===== src/rtl/addpkg.sv =====
// Shared types and constants for the single-precision add/sub datapath and its sequencer.
package addpkg;

    typedef enum logic [2:0] {
        NO_ERR,
        ZERO_OP_ERR,
        INF_ERR,
        NAN_ERR,
        ZERO_ERR
    } i_err_t;

    typedef enum logic [2:0] {
        NONE,
        INVALID,
        DIVZERO,
        OVERFLOW,
        UNDERFLOW,
        INEXACT
    } o_err_t;

    typedef enum logic [2:0] {
        IDLE,
        UNPACK,
        ALIGN,
        ADD,
        NORM,
        ROUND,
        CHECK,
        DONE
    } fp_seq_state_t;

    localparam int unsigned NV_BIT = 4;
    localparam int unsigned DZ_BIT = 3;
    localparam int unsigned OF_BIT = 2;
    localparam int unsigned UF_BIT = 1;
    localparam int unsigned NX_BIT = 0;

    localparam logic [31:0] CANON_NAN = 32'h7FFFFFFF;

    // One-hot stage enables, bit order {round,norm,add,align,unpack}.
    localparam logic [4:0] STG_NONE   = 5'b00000;
    localparam logic [4:0] STG_UNPACK = 5'b00001;
    localparam logic [4:0] STG_ALIGN  = 5'b00010;
    localparam logic [4:0] STG_ADD    = 5'b00100;
    localparam logic [4:0] STG_NORM   = 5'b01000;
    localparam logic [4:0] STG_ROUND  = 5'b10000;

    function automatic logic [4:0] err_to_mask(input o_err_t code);
        logic [4:0] mask;
        mask = '0;
        case (code)
            INVALID:   mask[NV_BIT] = 1'b1;
            DIVZERO:   mask[DZ_BIT] = 1'b1;
            OVERFLOW:  mask[OF_BIT] = 1'b1;
            UNDERFLOW: mask[UF_BIT] = 1'b1;
            INEXACT:   mask[NX_BIT] = 1'b1;
            default:   mask = '0;
        endcase
        return mask;
    endfunction

endpackage


===== src/rtl/fp_flag_reg.sv =====
// Sticky exception flags and normalizer-timeout bit; a clear and a set in the
// same cycle leave the newly set bit standing.
module fp_flag_reg
    import addpkg::*;
(
    input  logic       clk,
    input  logic       rst,
    input  logic       clr,
    input  logic       set_en,
    input  o_err_t     code,
    input  logic       timeout_set,
    output logic [4:0] flags,
    output logic       timeout
);

    logic [4:0] flags_nxt;
    logic       timeout_nxt;

    always_comb begin
        flags_nxt   = clr ? '0 : flags;
        timeout_nxt = clr ? 1'b0 : timeout;
        if (set_en) begin
            flags_nxt   = flags_nxt | err_to_mask(code);
            timeout_nxt = timeout_nxt | timeout_set;
        end
    end

    always_ff @(posedge clk) begin
        if (rst) begin
            flags   <= '0;
            timeout <= 1'b0;
        end else begin
            flags   <= flags_nxt;
            timeout <= timeout_nxt;
        end
    end

endmodule


===== src/rtl/fp_addsub_seq.sv =====
// Multi-cycle sequencer for the add/sub datapath: walks the stages one at a time,
// short-circuits special operands and bounds the normalizer with a timeout.
module fp_addsub_seq
    import addpkg::*;
#(
    parameter int unsigned NORM_TIMEOUT = 27
) (
    input  logic        clk,
    input  logic        rst,
    input  logic        req_valid_i,
    output logic        req_ready_o,
    input  logic [31:0] op_a_i,
    input  logic [31:0] op_b_i,
    input  logic        sub_i,
    output logic [31:0] dp_op_a_o,
    output logic [31:0] dp_op_b_o,
    output logic        dp_sub_o,
    output logic [4:0]  stage_en_o,
    input  i_err_t      err_i,
    input  logic        norm_done_i,
    input  logic [31:0] fp_i,
    input  o_err_t      err_code_i,
    output logic        res_valid_o,
    input  logic        res_ready_i,
    output logic [31:0] res_o,
    output o_err_t      res_err_o,
    input  logic        flags_clr_i,
    output logic [4:0]  flags_o,
    output logic        timeout_o
);

    localparam int unsigned CNT_W = (NORM_TIMEOUT > 1) ? $clog2(NORM_TIMEOUT) : 1;
    localparam logic [CNT_W-1:0] CNT_LAST = CNT_W'(NORM_TIMEOUT - 1);

    fp_seq_state_t    state;
    logic [CNT_W-1:0] norm_cnt;
    logic             abort;
    logic             check_stage;
    o_err_t           check_code;

    always_comb begin
        check_stage = (state == CHECK);
        check_code  = abort ? INVALID : err_code_i;
    end

    always_ff @(posedge clk) begin
        if (rst) begin
            state       <= IDLE;
            req_ready_o <= 1'b1;
            res_valid_o <= 1'b0;
            stage_en_o  <= STG_NONE;
            res_o       <= '0;
            res_err_o   <= NONE;
            dp_op_a_o   <= '0;
            dp_op_b_o   <= '0;
            dp_sub_o    <= 1'b0;
            norm_cnt    <= '0;
            abort       <= 1'b0;
        end else begin
            case (state)
                IDLE: begin
                    if (req_valid_i) begin
                        dp_op_a_o   <= op_a_i;
                        dp_op_b_o   <= op_b_i;
                        dp_sub_o    <= sub_i;
                        abort       <= 1'b0;
                        req_ready_o <= 1'b0;
                        stage_en_o  <= STG_UNPACK;
                        state       <= UNPACK;
                    end
                end
                UNPACK: begin
                    if (err_i == NO_ERR) begin
                        stage_en_o <= STG_ALIGN;
                        state      <= ALIGN;
                    end else begin
                        stage_en_o <= STG_NONE;
                        state      <= CHECK;
                    end
                end
                ALIGN: begin
                    stage_en_o <= STG_ADD;
                    state      <= ADD;
                end
                ADD: begin
                    norm_cnt   <= '0;
                    stage_en_o <= STG_NORM;
                    state      <= NORM;
                end
                NORM: begin
                    // Done is tested before the limit so a finish on the last counted cycle is not aborted.
                    if (norm_done_i) begin
                        stage_en_o <= STG_ROUND;
                        state      <= ROUND;
                    end else if (norm_cnt == CNT_LAST) begin
                        abort      <= 1'b1;
                        stage_en_o <= STG_NONE;
                        state      <= CHECK;
                    end else begin
                        norm_cnt <= norm_cnt + 1'b1;
                    end
                end
                ROUND: begin
                    stage_en_o <= STG_NONE;
                    state      <= CHECK;
                end
                CHECK: begin
                    res_o       <= abort ? CANON_NAN : fp_i;
                    res_err_o   <= check_code;
                    res_valid_o <= 1'b1;
                    state       <= DONE;
                end
                DONE: begin
                    if (res_ready_i) begin
                        res_valid_o <= 1'b0;
                        req_ready_o <= 1'b1;
                        state       <= IDLE;
                    end
                end
                default: begin
                    stage_en_o  <= STG_NONE;
                    res_valid_o <= 1'b0;
                    req_ready_o <= 1'b1;
                    state       <= IDLE;
                end
            endcase
        end
    end

    fp_flag_reg u_flags (
        .clk         (clk),
        .rst         (rst),
        .clr         (flags_clr_i),
        .set_en      (check_stage),
        .code        (check_code),
        .timeout_set (abort),
        .flags       (flags_o),
        .timeout     (timeout_o)
    );

endmodule


===== config.mk =====
export PLATFORM = sky130hd
export DESIGN_NAME = fp_addsub_seq
export DESIGN_NICKNAME = d
export VERILOG_FILES = /design/src/rtl/addpkg.sv /design/src/rtl/fp_flag_reg.sv /design/src/rtl/fp_addsub_seq.sv
export SDC_FILE = /design/constraint.sdc
export NUM_CORES = 1
export LEC_CHECK = 0
export BUFFER_PORTS_ARGS = -buffer_cell sky130_fd_sc_hd__buf_2
export CORE_MARGIN = 3
export CORE_UTILIZATION = 26
export DETAILED_ROUTE_END_ITERATION = 16
export GPL_ROUTABILITY_DRIVEN = 0
export PLACE_DENSITY_LB_ADDON = 0.08
export SYNTH_ARGS = -nofsm -noshare
export SYNTH_HDL_FRONTEND = slang
export SYNTH_SLANG_ARGS = --single-unit

===== constraint.sdc =====
create_clock -name clk -period 3.7 [get_ports clk]
set_input_delay 0.74 -clock clk [delete_from_list [all_inputs] [get_ports clk]]
set_output_delay 0.74 -clock clk [all_outputs]
set_load 0.005 [all_outputs]

=== Word-level counts from Yosys, hierarchy flattened ===
Index checks and enable logic that the tools add are counted.
Widths: inputs -> output; s select.

* Register bits after elaboration: 122
* Bits of input ports: 109
* Output and inout bits: 113
* Logic and storage cells: 87

* Add/sub/neg operators: 1
* Eq/ne operators: 19
* Muxes and demuxes: 38
* Bitwise gates (word level): 2
* Reductions and logical operators: 14

{| class="wikitable"
|+ Operators with widths
! kind !! count
|-
| $mux 5 || 7
|-
| $mux 32 || 1
|-
| $pmux 5 s6 || 1
|-
| $pmux 3 s8 || 1
|-
| $eq 3x3->1 const B || 6
|-
| $mux 3 || 6
|-
| $mux 1 || 17
|-
| $eq 3x2->1 const B || 4
|-
| $reduce_and 3->1 || 4
|-
| $ne 2x2->1 const B || 5
|-
| $pmux 5 s2 || 1
|-
| $reduce_bool 2->1 || 4
|-
| $eq 3x1->1 const B || 2
|-
| $logic_not 3->1 || 2
|-
| $pmux 1 s2 || 3
|-
| $reduce_bool 6->1 || 1
|-
| $add 5x1->5 const B || 1
|-
| $eq 5x5->1 const B || 1
|-
| $or 5x5->5 || 1
|-
| $reduce_and 2->1 || 2
|-
| $reduce_and 4->1 || 1
|-
| $ne 3x3->1 const B || 1
|-
| $mux 2 || 1
|-
| $or 1x1->1 || 1
|}

=== Logic depth before layout (Yosys ltp) ===
Gate-level depths: netlist of the first run.

* Depth in word-level cells: 6
* Gate-level depth with buffers: 6
* Gate-level depth less buffers: 5

=== Hierarchy ===
From an unflattened synthesis of the first run, not the netlist that was laid out.

* Cell total of the unflattened synthesis: 556
* Area total of the unflattened synthesis: 4541.9 µm²

{| class="wikitable"
|+ Modules (own cells, without submodules)
! module !! instances !! cells an instance !! area each (µm²) !! seq. area each (µm²)
|-
| fp_addsub_seq || 1 || 532 || 4296.6 || 2322.2
|-
| fp_flag_reg || 1 || 24 || 245.2 || 120.1
|}

=== Worst setup path after synthesis of the first run ===
Ideal clock, no wire load.

* Path type: input -> register
* From: input rst
* To: register norm_cnt[3]
* Setup time: 63 ps
* Arrival time: 1916 ps
* Required time: 3637 ps
* Slack: 1721 ps
* Stages on the path: 4
* Buffers on the path: 1
* Path through: buf_2 > or4b_4 > or4_1 > nand3_1

{| class="wikitable"
|+ RTL lines
! element !! RTL line !! source
|-
| start: declaration || fp_addsub_seq.sv:9 || <nowiki>input logic rst,</nowiki>
|-
| end signal: assignment || fp_addsub_seq.sv:100 || <nowiki>norm_cnt <= norm_cnt + 1'b1;</nowiki>
|-
| end: declaration || fp_addsub_seq.sv:36 || <nowiki>logic [CNT_W-1:0] norm_cnt;</nowiki>
|}

=== Final worst setup path of the first run ===
* From: register state[1]
* To: register u_flags.flags[2]

* Word-level cells in the longest chain between the ends: 2

{| class="wikitable"
|+ Ends and longest elaborated chain
! element !! RTL line !! source
|-
| start: declaration || fp_addsub_seq.sv:35 || <nowiki>fp_seq_state_t state;</nowiki>
|-
| start signal: assignment || fp_addsub_seq.sv:48 || <nowiki>state <= IDLE;</nowiki>
|-
| start signal: assignment || fp_addsub_seq.sv:69 || <nowiki>state <= UNPACK;</nowiki>
|-
| start signal: assignment || fp_addsub_seq.sv:75 || <nowiki>state <= ALIGN;</nowiki>
|-
| $eq 3x3->1 || fp_addsub_seq.sv:42 || <nowiki>check_stage = (state == CHECK);</nowiki>
|-
| $mux 5 || fp_flag_reg.sv:22 || <nowiki>if (set_en) begin</nowiki>
|-
| end signal: assignment || fp_flag_reg.sv:33 || <nowiki>flags <= flags_nxt;</nowiki>
|-
| end: declaration || fp_flag_reg.sv:12 || <nowiki>output logic [4:0] flags,</nowiki>
|}

Every way passes these cells.
A chain may end at the register's enable or synchronous reset.

==> results of run 1 <==
## worst min path at each step
stage | slack [ns] | to
after floorplan | 0.45 | res_o[31]$_SDFFE_PP0N_
after global placement | 0.44 | req_ready_o$_SDFFE_PP1P_
after detailed placement | 0.44 | res_err_o[2]$_SDFFE_PP0N_
after CTS | 0.45 | dp_op_a_o[12]$_SDFFE_PP0P_
after global routing | 0.47 | dp_op_b_o[2]$_SDFFE_PP0P_
final | 0.45 | dp_op_b_o[12]$_SDFFE_PP0P_
## sequential cells by signal, summed over array words and instances (netlist names), 3 cells and up
signal         flops
dp_op_a_o         32
dp_op_b_o         32
res_o             32
norm_cnt           5
stage_en_o         5
u_flags.flags      5
res_err_o          3
state              3
## cell usage in the layout, fill, tap and decap left out, drive strengths merged, types with 2 or more instances in the layout
cell type | Yosys | final
a211oi | 2 | 2
buf | 18 | 227
nor3 | 64 | 64
inv | 9 | 9
nand3b | 5 | 5
o32ai | 2 | 2
bufinv | 0 | 2
nand4b | 2 | 2
nor4b | 2 | 2
or4 | 5 | 5
clkinvlp | 0 | 2
a21oi | 78 | 78
dfxtp | 122 | 122
clkinv | 0 | 3
nor2b | 5 | 5
o2111ai | 4 | 4
nor2 | 41 | 41
clkbuf | 29 | 23
or4b | 3 | 3
o21ai | 4 | 4
ha | 2 | 2
nor3b | 2 | 2
nand3 | 8 | 8
nand2 | 144 | 144
## area by class of cell
| type | instances | area share |
|---|---|---|
| clock inverter | 7 | 0.0141 |
| clock buffer | 23 | 0.0777 |
| sequential | 122 | 0.381 |
| tap | 220 | 0.0430 |
| timing repair buffer | 227 | 0.180 |
| multi-input combinational | 394 | 0.299 |
| inverter | 9 | 0.00527 |
## metal layers
metal / global-route usage / wire (µm) / up-vias
met4: 0.0494 / 243 / 0
li1: - / - / 2328
met3: 0.0593 / 1190 / 17
met2: 0.225 / 6690 / 177
met5: 0 / 0 / -
met1: 0.190 / 6550 / 2087
## power by group through the flow
| stage | Combinational [mW] | Sequential, mW | Clock (mW) |
|---|---|---|---|
| 2_1_floorplan | 0.301 | 1.52 | 0 |
| 4_1_cts | 0.521 | 1.50 | 1.69 |
| 3_5_place_dp | 0.518 | 1.53 | 0 |
| 3_3_place_gp | 0.512 | 1.53 | 0 |
| 6_report | 0.509 | 1.50 | 1.63 |
| 5_1_grt | 0.578 | 1.52 | 1.75 |
## logic make-up (layout without fill, tap and decap cells)
group | Yosys count | in the layout | share of synthesized area
flops | 122 | 122 | 0.532
compound gates | 102 | 102 | 0.125
xor+xnor | 1 | 1 | 0.00191
simple gates | 289 | 289 | 0.284
buf+inv | 56 | 266 | 0.0513
fa+ha+maj | 2 | 2 | 0.00545
## critical path, stage by stage, from the launching register on
cell and delay [ns]:
dfxtp_1 0.72, nand3b_1 0.72, or4_1 0.70, a21oi_1 0.13
==> metrics.md, run 1 <==
| Metric | Value |
|---|---|
| CP Launch Point | state[1]$_SDFFE_PP0P_ |
| Buffer depth of the longest clock path | 2 |
| Vias | about 4600 |
| Min-delay src | dp_op_b_o[12]$_SDFFE_PP0P_ |
| CP Data Required Time | 4.03 ns |
| RSZ-0062 raised after global routing | false |
| Most frequent cells after synthesis | 144 x nand2_1, 122 x dfxtp_1, 78 x a21oi_1, 64 x nor3_1, 41 x nor2_1 |
| Pleak | roughly 2.9 nW |
| Fin nets | 882 |
| Endpoints failing setup | 0 |
| Slew HR | 0.446 |
| CP Data Arrival Time | approximately 2.7 ns |
| Drt first pass iters | 4 |
| Synth area leader | dfxtp_1 |
| Worst-case reg-to-reg path depth | 3 |
| Fin crit period | roughly 2.4 ns |
| Critical path class | reg -> reg |
| First-pass GRT wire length | ~23 mm |
| TritonCTS clock tree | yes |
| Top-area cell type share of the netlist area | 0.532 |
| Top cells by area, synth | dfxtp_1 53%, nand2_1 12%, a21oi_1 8.5%, nor3_1 7.0%, nor2_1 3.4% |
| Final WL | about 15 mm |
| Hold Path Class | reg -> reg |
| Clock Latency Late Sink | 0.41 ns |
| Pwr Density | between 500 and 600 nW/µm² |
| Fmax | 425 MHz |
| I/O pins | about 220 |
| Post-Syn Nets | 683 |
| Most frequent cell after synthesis | nand2_1 |
| Reg power frac | 0.412 |
| Synth Instances | between 500 and 600 |
| Register area | 2440 µm² |
| Wirelength per Cell | about 15 µm |
| Largest net degree at the start of global routing | 77 |
| Post-DRT Antenna Nets | 0 |
| Die area | slightly below 20000 µm² |
| #FFs+latches synth | 122 |
| Critical R2R Launch | state[1]$_SDFFE_PP0P_ |
| Post-route DRC | 0 |
| Combinational group share of total power | 0.140 |
| Iter 0 DRT Violations | between 150 and 200 |
| Multi-input combinational cell area | about 1900 µm² |
| Fin. Hold Viols | 0 |
| CTS H-tree depth | 4 |
| Post-cts sizing count | 0 |
| Clk_skew | 0.00823 ns |
| Via density | ~4.6 |
| Reg clk slew, reported paths | 0.06 ns |
| Top_reg_cell synth | dfxtp_1 |
| Outcome | completed |
| Sw Ratio | 0.257 |
| Synth warn | 0 |
| Final std cells w/o fill | roughly 1000 |
| Vias in the first global route | between 4000 and 5000 |
| Int Pwr | between 2 and 3 mW |
| Max-slew violation count | 0 |
| Worst Tran Pin Value | between 0.8 and 0.9 ns |
| Switching pwr | approximately 0.94 mW |
| Post-route cell area | roughly 6400 µm² |
| Die outline height | about 140 µm |
| Post-synth EDFFs | 0 |
| Post-synthesis cell type count | between 40 and 50 |
| Root buffer cell | clkbuf_16 |
| Ant diodes | 0 |
| Max Cap Viol | 0 |
| Post-DP HPWL | between 10 and 15 mm |
| Mapped Area | between 4000 and 5000 µm² |
| DIE WIDTH | ~140 µm |
| Hold depth | 2 |
| Cts bufs inserted | 17 |
| Std cell rows | 47 |
| Port Buffers | ~220 |
| Avg Inst Size Synth | between 8 and 9 µm² |
| Pre-CTS setup slack | ~1.3 ns |
| Crit path to | u_flags.flags[2]$_SDFF_PP0_ |
| Maximum vdd drop | 0.000303 V |
| Period utilization | 0.636 |
| Initial antenna violation count | 0 |
| Clock sink total | roughly 120 |
| Setup TNS | 0 ns |
| Fillcell total | 1832 |
| Post-CTS repair timing setup buffer count | 0 |
| Initial Utilization | 0.271 |
| Total chip power | between 3 and 4 mW |
| R2R Setup Slk | ~1.3 ns |
| FF-to-FF End | u_flags.flags[2]$_SDFF_PP0_ |
| Hold WS | ~0.45 ns |
| Area post-placement | between 5000 and 6000 µm² |
| Register area share after synthesis | 0.532 |
| Dpl cells | ~970 |
| Crit path capture type | flop |
| Synth-to-Final Area Change | 39.7% |
| Final WS setup | around 1.3 ns |
| Crit Path Max Fanout | 21 |
| Share of cells above drive strength 1 | 0.334 |
| Async SR Flop Fraction | 0 |
| Total GRT Usage | 0.147 |
| Hold buffers post-CTS | 0 |
| CORE AREA | roughly 17000 µm² |
| Clock power frac | 0.448 |
| Startpoint Class | flop |
| Grt ovf | 0 |
| Utilization after layout | 0.378 |
Note: power is estimated with default switching activity, not from simulation.
==> run 2: changes to the inputs <==
clock period = 2.26 ns   (was 3.7 ns; I/O delays follow)
==> metrics.md, run 2 (synthesis gave the netlist of run 1 again) <==
| Metric | Value |
|---|---|
| Die area | just under 20000 µm² |
| Post-route DRC | 0 |
| Utilization after layout | 0.379 |
| Int Pwr | between 4 and 5 mW |
| Initial Utilization | 0.271 |
| Clock Latency Late Sink | between 0.4 and 0.5 ns |
| Fin nets | 886 |
| Endpoints failing setup | 0 |
| Cts bufs inserted | 17 |
| Pleak | approximately 2.9 nW |
| Largest net degree at the start of global routing | 90 |
| Fin. Hold Viols | 0 |
| Grt ovf | 0 |
| CP Data Arrival Time | ~2.0 ns |
| Fin crit period | 1.78 ns |
| Worst-case reg-to-reg path depth | 4 |
| Busiest grt layer | met2 |
| Sw Ratio | 0.283 |
| Via density | around 4.6 |
| Clock power frac | 0.428 |
| Iter 0 DRT Violations | approximately 230 |
| CORE AREA | 16900 µm² |
| Combinational group share of total power | 0.153 |
| Met1 GRT Util | 0.180 |
| Wirelength per Cell | 14.5 µm |
| Port Buffers | about 220 |
| Hold buffers post-CTS | 0 |
| Clk_skew | between 0.007 and 0.008 ns |
| Clock sink total | 122 |
| Total GRT Usage | 0.148 |
| Drt first pass iters | 4 |
| Final WS setup | approximately 0.48 ns |
| Reg clk slew, reported paths | roughly 0.06 ns |
| Reg power frac | 0.420 |
| Post-cts sizing count | 0 |
| Worst Tran Pin Value | between 0.9 and 1 ns |
| Max Cap Viol | 0 |
| Outcome | completed |
| Synth-to-Final Area Change | 40.1% |
| Post-DRT Antenna Nets | 0 |
| Share of cells above drive strength 1 | 0.340 |
| Slowest cell on the critical path | or4b_2 |
| First-pass GRT wire length | 23.2 mm |
| Post-CTS repair timing setup buffer count | 0 |
| Met2 global-route usage | 0.240 |
| Pre-CTS setup slack | approximately 0.43 ns |
| Max-slew violation count | 0 |
| Critical path class | reg -> reg |
| Switching pwr | between 1.5 and 2 mW |
| Crit path capture type | flop |
| Post-DP HPWL | 10.2 mm |
| Final WL | between 10 and 15 mm |
| Crit Path Max Fanout | 67 |
| Ant diodes | 0 |
| Setup TNS | 0 ns |
| CP Data Required Time | around 2.5 ns |
| Commonest non-fill, non-tap cell in the layout | buf_2 |
| TritonCTS clock tree | yes |
| Max stage delay on crit path | approximately 0.73 ns |
| DIE WIDTH | approximately 140 µm |
| I/O pins | roughly 220 |
| CTS H-tree depth | 4 |
| Std cell rows | 47 |
| Worst path cell trace | or4b_2 > buf_12 > nand2_1 > a21oi_1 |
| Vias in the first global route | roughly 4400 |
| Initial antenna violation count | 0 |
| Period utilization | 0.788 |
| Dpl cells | around 1000 |
| Startpoint Class | flop |
| Met3 usage | 0.0600 |
| Vias | approximately 4600 |
| Hold depth | 3 |
| Biggest regs | dp_op_a_o x32, dp_op_b_o x32, res_o x32 |
| Fmax | about 560 MHz |
| Commonest cells after routing, fill and taps aside | 220 x buf_2, 144 x nand2_1, 122 x dfxtp_1 |
| RSZ-0062 raised after global routing | false |
| Final std cells w/o fill | around 1000 |
| Slew HR | 0.351 |
| Die outline height | roughly 140 µm |
| Pwr Density | between 900 and 1000 nW/µm² |
| Root buffer cell | clkbuf_16 |
| Hold Path Class | in -> reg |
| Buffer depth of the longest clock path | 2 |
| Maximum vdd drop | about 0.00049 V |
-- run 2: cell types whose count changed in the layout (fill, tap and decap cells not counted), sizes merged --
cell,previous run,this run
clkinvlp,2,7
clkinv,3,4
inv,9,11
clkbuf,23,19
buf,227,231
bufinv,2,0
-- run 2: power by group through the flow --
stage	clock (mW)	combinational [mW]	sequential, mW
floorplan	0	0.492	2.48
global placement	0	0.896	2.48
detailed placement	0	0.905	2.49
CTS	2.57	0.907	2.44
global route	2.67	1.00	2.46
finish	2.49	0.888	2.44
-- run 2: routing by layer --
layer	vias up	share of wire
met5	-	0
met3	17	0.080
met1	2110	0.44
li1	2347	-
met2	156	0.47
met4	0	0.012
-- run 2: final timing paths --
| path | slack, ns | from | endpoint |
|---|---|---|---|
| worst min register to register | 0.45 | dp_op_a_o[1]$_SDFFE_PP0P_ | dp_op_a_o[1]$_SDFFE_PP0P_ |
| worst max-delay path | 0.48 | state[0]$_SDFFE_PP0P_ | dp_op_b_o[1]$_SDFFE_PP0P_ |
| worst min-delay path | 0.28 | op_b_i[2] | dp_op_b_o[2]$_SDFFE_PP0P_ |
| worst max register to register | 0.48 | state[0]$_SDFFE_PP0P_ | dp_op_b_o[1]$_SDFFE_PP0P_ |
-- run 2: worst max-delay path, delay by kind of cell (launching register included) --
kind                   cells  cell delay [ns]
flip-flops                 1             0.43
AND/OR/NAND/NOR            2             0.84
buffers and inverters      1             0.22
AO/OA/AOI/OAI              1             0.07
-- run 2: layout make-up --
type / count / area, µm²
Multi-Input combinational cell: 394 / 1920
Fill cell: 1793 / 10500
Sequential cell: 122 / 2440
Timing Repair Buffer: 231 / 1210
Clock inverter: 13 / 96.3
Clock buffer: 19 / 453
Inverter: 9 / 33.8
Tap cell: 220 / 275
-- run 2: stage by stage --
stage	hold WS (ns)	cell area, µm²	power (mW)
2_1_floorplan	0.448	4590	2.97
3_3_place_gp	0.433	5880	3.38
3_5_place_dp	0.443	5880	3.40
4_1_cts	0.255	6420	5.93
5_1_grt	0.256	6420	6.14
6_report	0.277	6420	5.82
==> run 3: changes to the inputs <==
clock period = 1.6 ns   (was 2.26 ns; I/O delays follow)
==> metrics.md, run 3 (synthesis gave the netlist of run 1 again) <==
| Metric | Value |
|---|---|
| Outcome | completed |
| Initial Utilization | 0.271 |
| Commonest non-fill, non-tap cell in the layout | buf_2 |
| Ant diodes | 0 |
| First-pass GRT wire length | around 24 mm |
| Biggest regs | dp_op_a_o x32, dp_op_b_o x32, res_o x32 |
| Fin nets | around 910 |
| Int Pwr | between 6 and 7 mW |
| Final std cells w/o fill | between 1000 and 1500 |
| Setup TNS | 0 ns |
| TritonCTS clock tree | yes |
| Fin crit period | roughly 1.6 ns |
| Post-DRT Antenna Nets | 0 |
| Pwr Density | around 1300 nW/µm² |
| CORE AREA | between 15000 and 20000 µm² |
| Post-DP HPWL | 10.6 mm |
| CP Data Arrival Time | 1.92 ns |
| Root buffer cell | clkbuf_16 |
| Fillcell total | approximately 1800 |
| Clock sink total | between 100 and 150 |
| Total GRT Usage | 0.151 |
| Endpoints failing setup | 0 |
| I/O pins | about 220 |
| Pleak | 3.04 nW |
| Hold WS | 0.147 ns |
| Iter 0 DRT Violations | between 150 and 200 |
| Hold Path Class | in -> reg |
| Port Buffers | ~220 |
| Clk_skew | roughly 0.0073 ns |
| Sw Ratio | 0.255 |
| Slew HR | 0.664 |
| Post-route cell area | roughly 6700 µm² |
| Area post-placement | between 6000 and 7000 µm² |
| Commonest cells after routing, fill and taps aside | 220 x buf_2, 144 x nand2_1, 119 x dfxtp_1 |
| Maximum vdd drop | roughly 0.00071 V |
| Vias | between 4000 and 5000 |
| CTS H-tree depth | 4 |
| RSZ-0062 raised after global routing | false |
| Std cell rows | 47 |
| Largest net degree at the start of global routing | 49 |
| Via density | 4.60 |
| Max-slew violation count | 0 |
| Fmax | approximately 640 MHz |
| Buffer depth of the longest clock path | 2 |
| DIE WIDTH | approximately 140 µm |
| Clock power frac | 0.447 |
| Critical path class | reg -> reg |
| Share of cells above drive strength 1 | 0.360 |
| CP Data Required Time | 1.95 ns |
| Vias in the first global route | approximately 4500 |
| Die outline height | between 100 and 150 µm |
| Wirelength per Cell | between 10 and 15 µm |
| Reg clk slew, reported paths | 0.06 ns |
| Drt first pass iters | 4 |
| Period utilization | 0.981 |
| Fin. Hold Viols | 0 |
| Crit Path Max Fanout | 8 |
| Grt ovf | 0 |
| Startpoint Class | flop |
| Cts bufs inserted | 17 |
| Reg power frac | 0.393 |
| Synth-to-Final Area Change | 46.4% |
| Clock Latency Late Sink | 0.41 ns |
| Final WL | approximately 15 mm |
| Dpl cells | 998 |
| Initial antenna violation count | 0 |
| Post-route DRC | 0 |
| Die area | 19300 µm² |
| Max Cap Viol | 0 |
| Combinational group share of total power | 0.160 |
| Crit path capture type | flop |
| Worst Tran Pin Value | a little over 0.5 ns |
| Switching pwr | around 2.2 mW |
-- run 3: per-stage QoR --
step,util,power (mW),setup slack [ns]
detailed placement,0.358,4.88,-0.0449
global route,0.396,9.21,0.00309
finish,0.396,8.75,0.0310
floorplan,-,4.20,0.0353
CTS,0.396,8.91,0.0123
global placement,0.358,4.85,-0.0198
-- run 3: final cells by class --
type,count,area (µm²),area share
clock buffer,23,488,0.0727
tap,220,275,0.0410
inverter,9,33.8,0.00503
clock inverter,7,115,0.0171
timing repair buffer,253,1420,0.211
sequential,122,2450,0.365
multi-input combinational,394,1930,0.288
-- run 3: per-layer routing --
layer	up-vias	wire, µm	GRT usage
met1	2169	6860	0.193
met4	0	204	0.0566
met2	161	6910	0.232
li1	2381	-	-
met3	16	1070	0.0559
met5	-	0	0
-- run 3: power groups by stage --
stage / clock (mW) / combinational (mW) / sequential, mW
floorplan: 0 / 0.695 / 3.51
global placement: 0 / 1.36 / 3.49
detailed placement: 0 / 1.38 / 3.50
CTS: 4.04 / 1.44 / 3.44
global route: 4.17 / 1.57 / 3.47
finish: 3.91 / 1.40 / 3.44
-- run 3: path summary, 6_finish.rpt --
| check | start | to | slack (ns) | cells after the start |
|---|---|---|---|---|
| min | op_b_i[2] | dp_op_b_o[2]$_SDFFE_PP0P_ | 0.15 | 3 |
| max | state[1]$_SDFFE_PP0P_ | norm_cnt[3]$_SDFFE_PP0P_ | 0.03 | 3 |
| min reg2reg | dp_op_b_o[28]$_SDFFE_PP0P_ | dp_op_b_o[28]$_SDFFE_PP0P_ | 0.45 | 2 |
| max reg2reg | state[1]$_SDFFE_PP0P_ | norm_cnt[3]$_SDFFE_PP0P_ | 0.03 | 3 |
-- run 3: worst max-delay path, cell delays in order (launching register included) --
cell	delay [ns]
dfxtp_2	0.36
or4b_4	0.54
or4_4	0.53
nand3_2	0.08
-- run 3: what timing repair did --
| item | in CTS | in global routing |
|---|---|---|
| gates cloned | 1 | 0 |
| endpoints found under the setup margin | 69 | 2 |
| pin swaps | 1 | 3 |
| gates resized for setup | 4 | 6 |
| hold buffers | 0 | 0 |
| setup buffers | 0 | 0 |
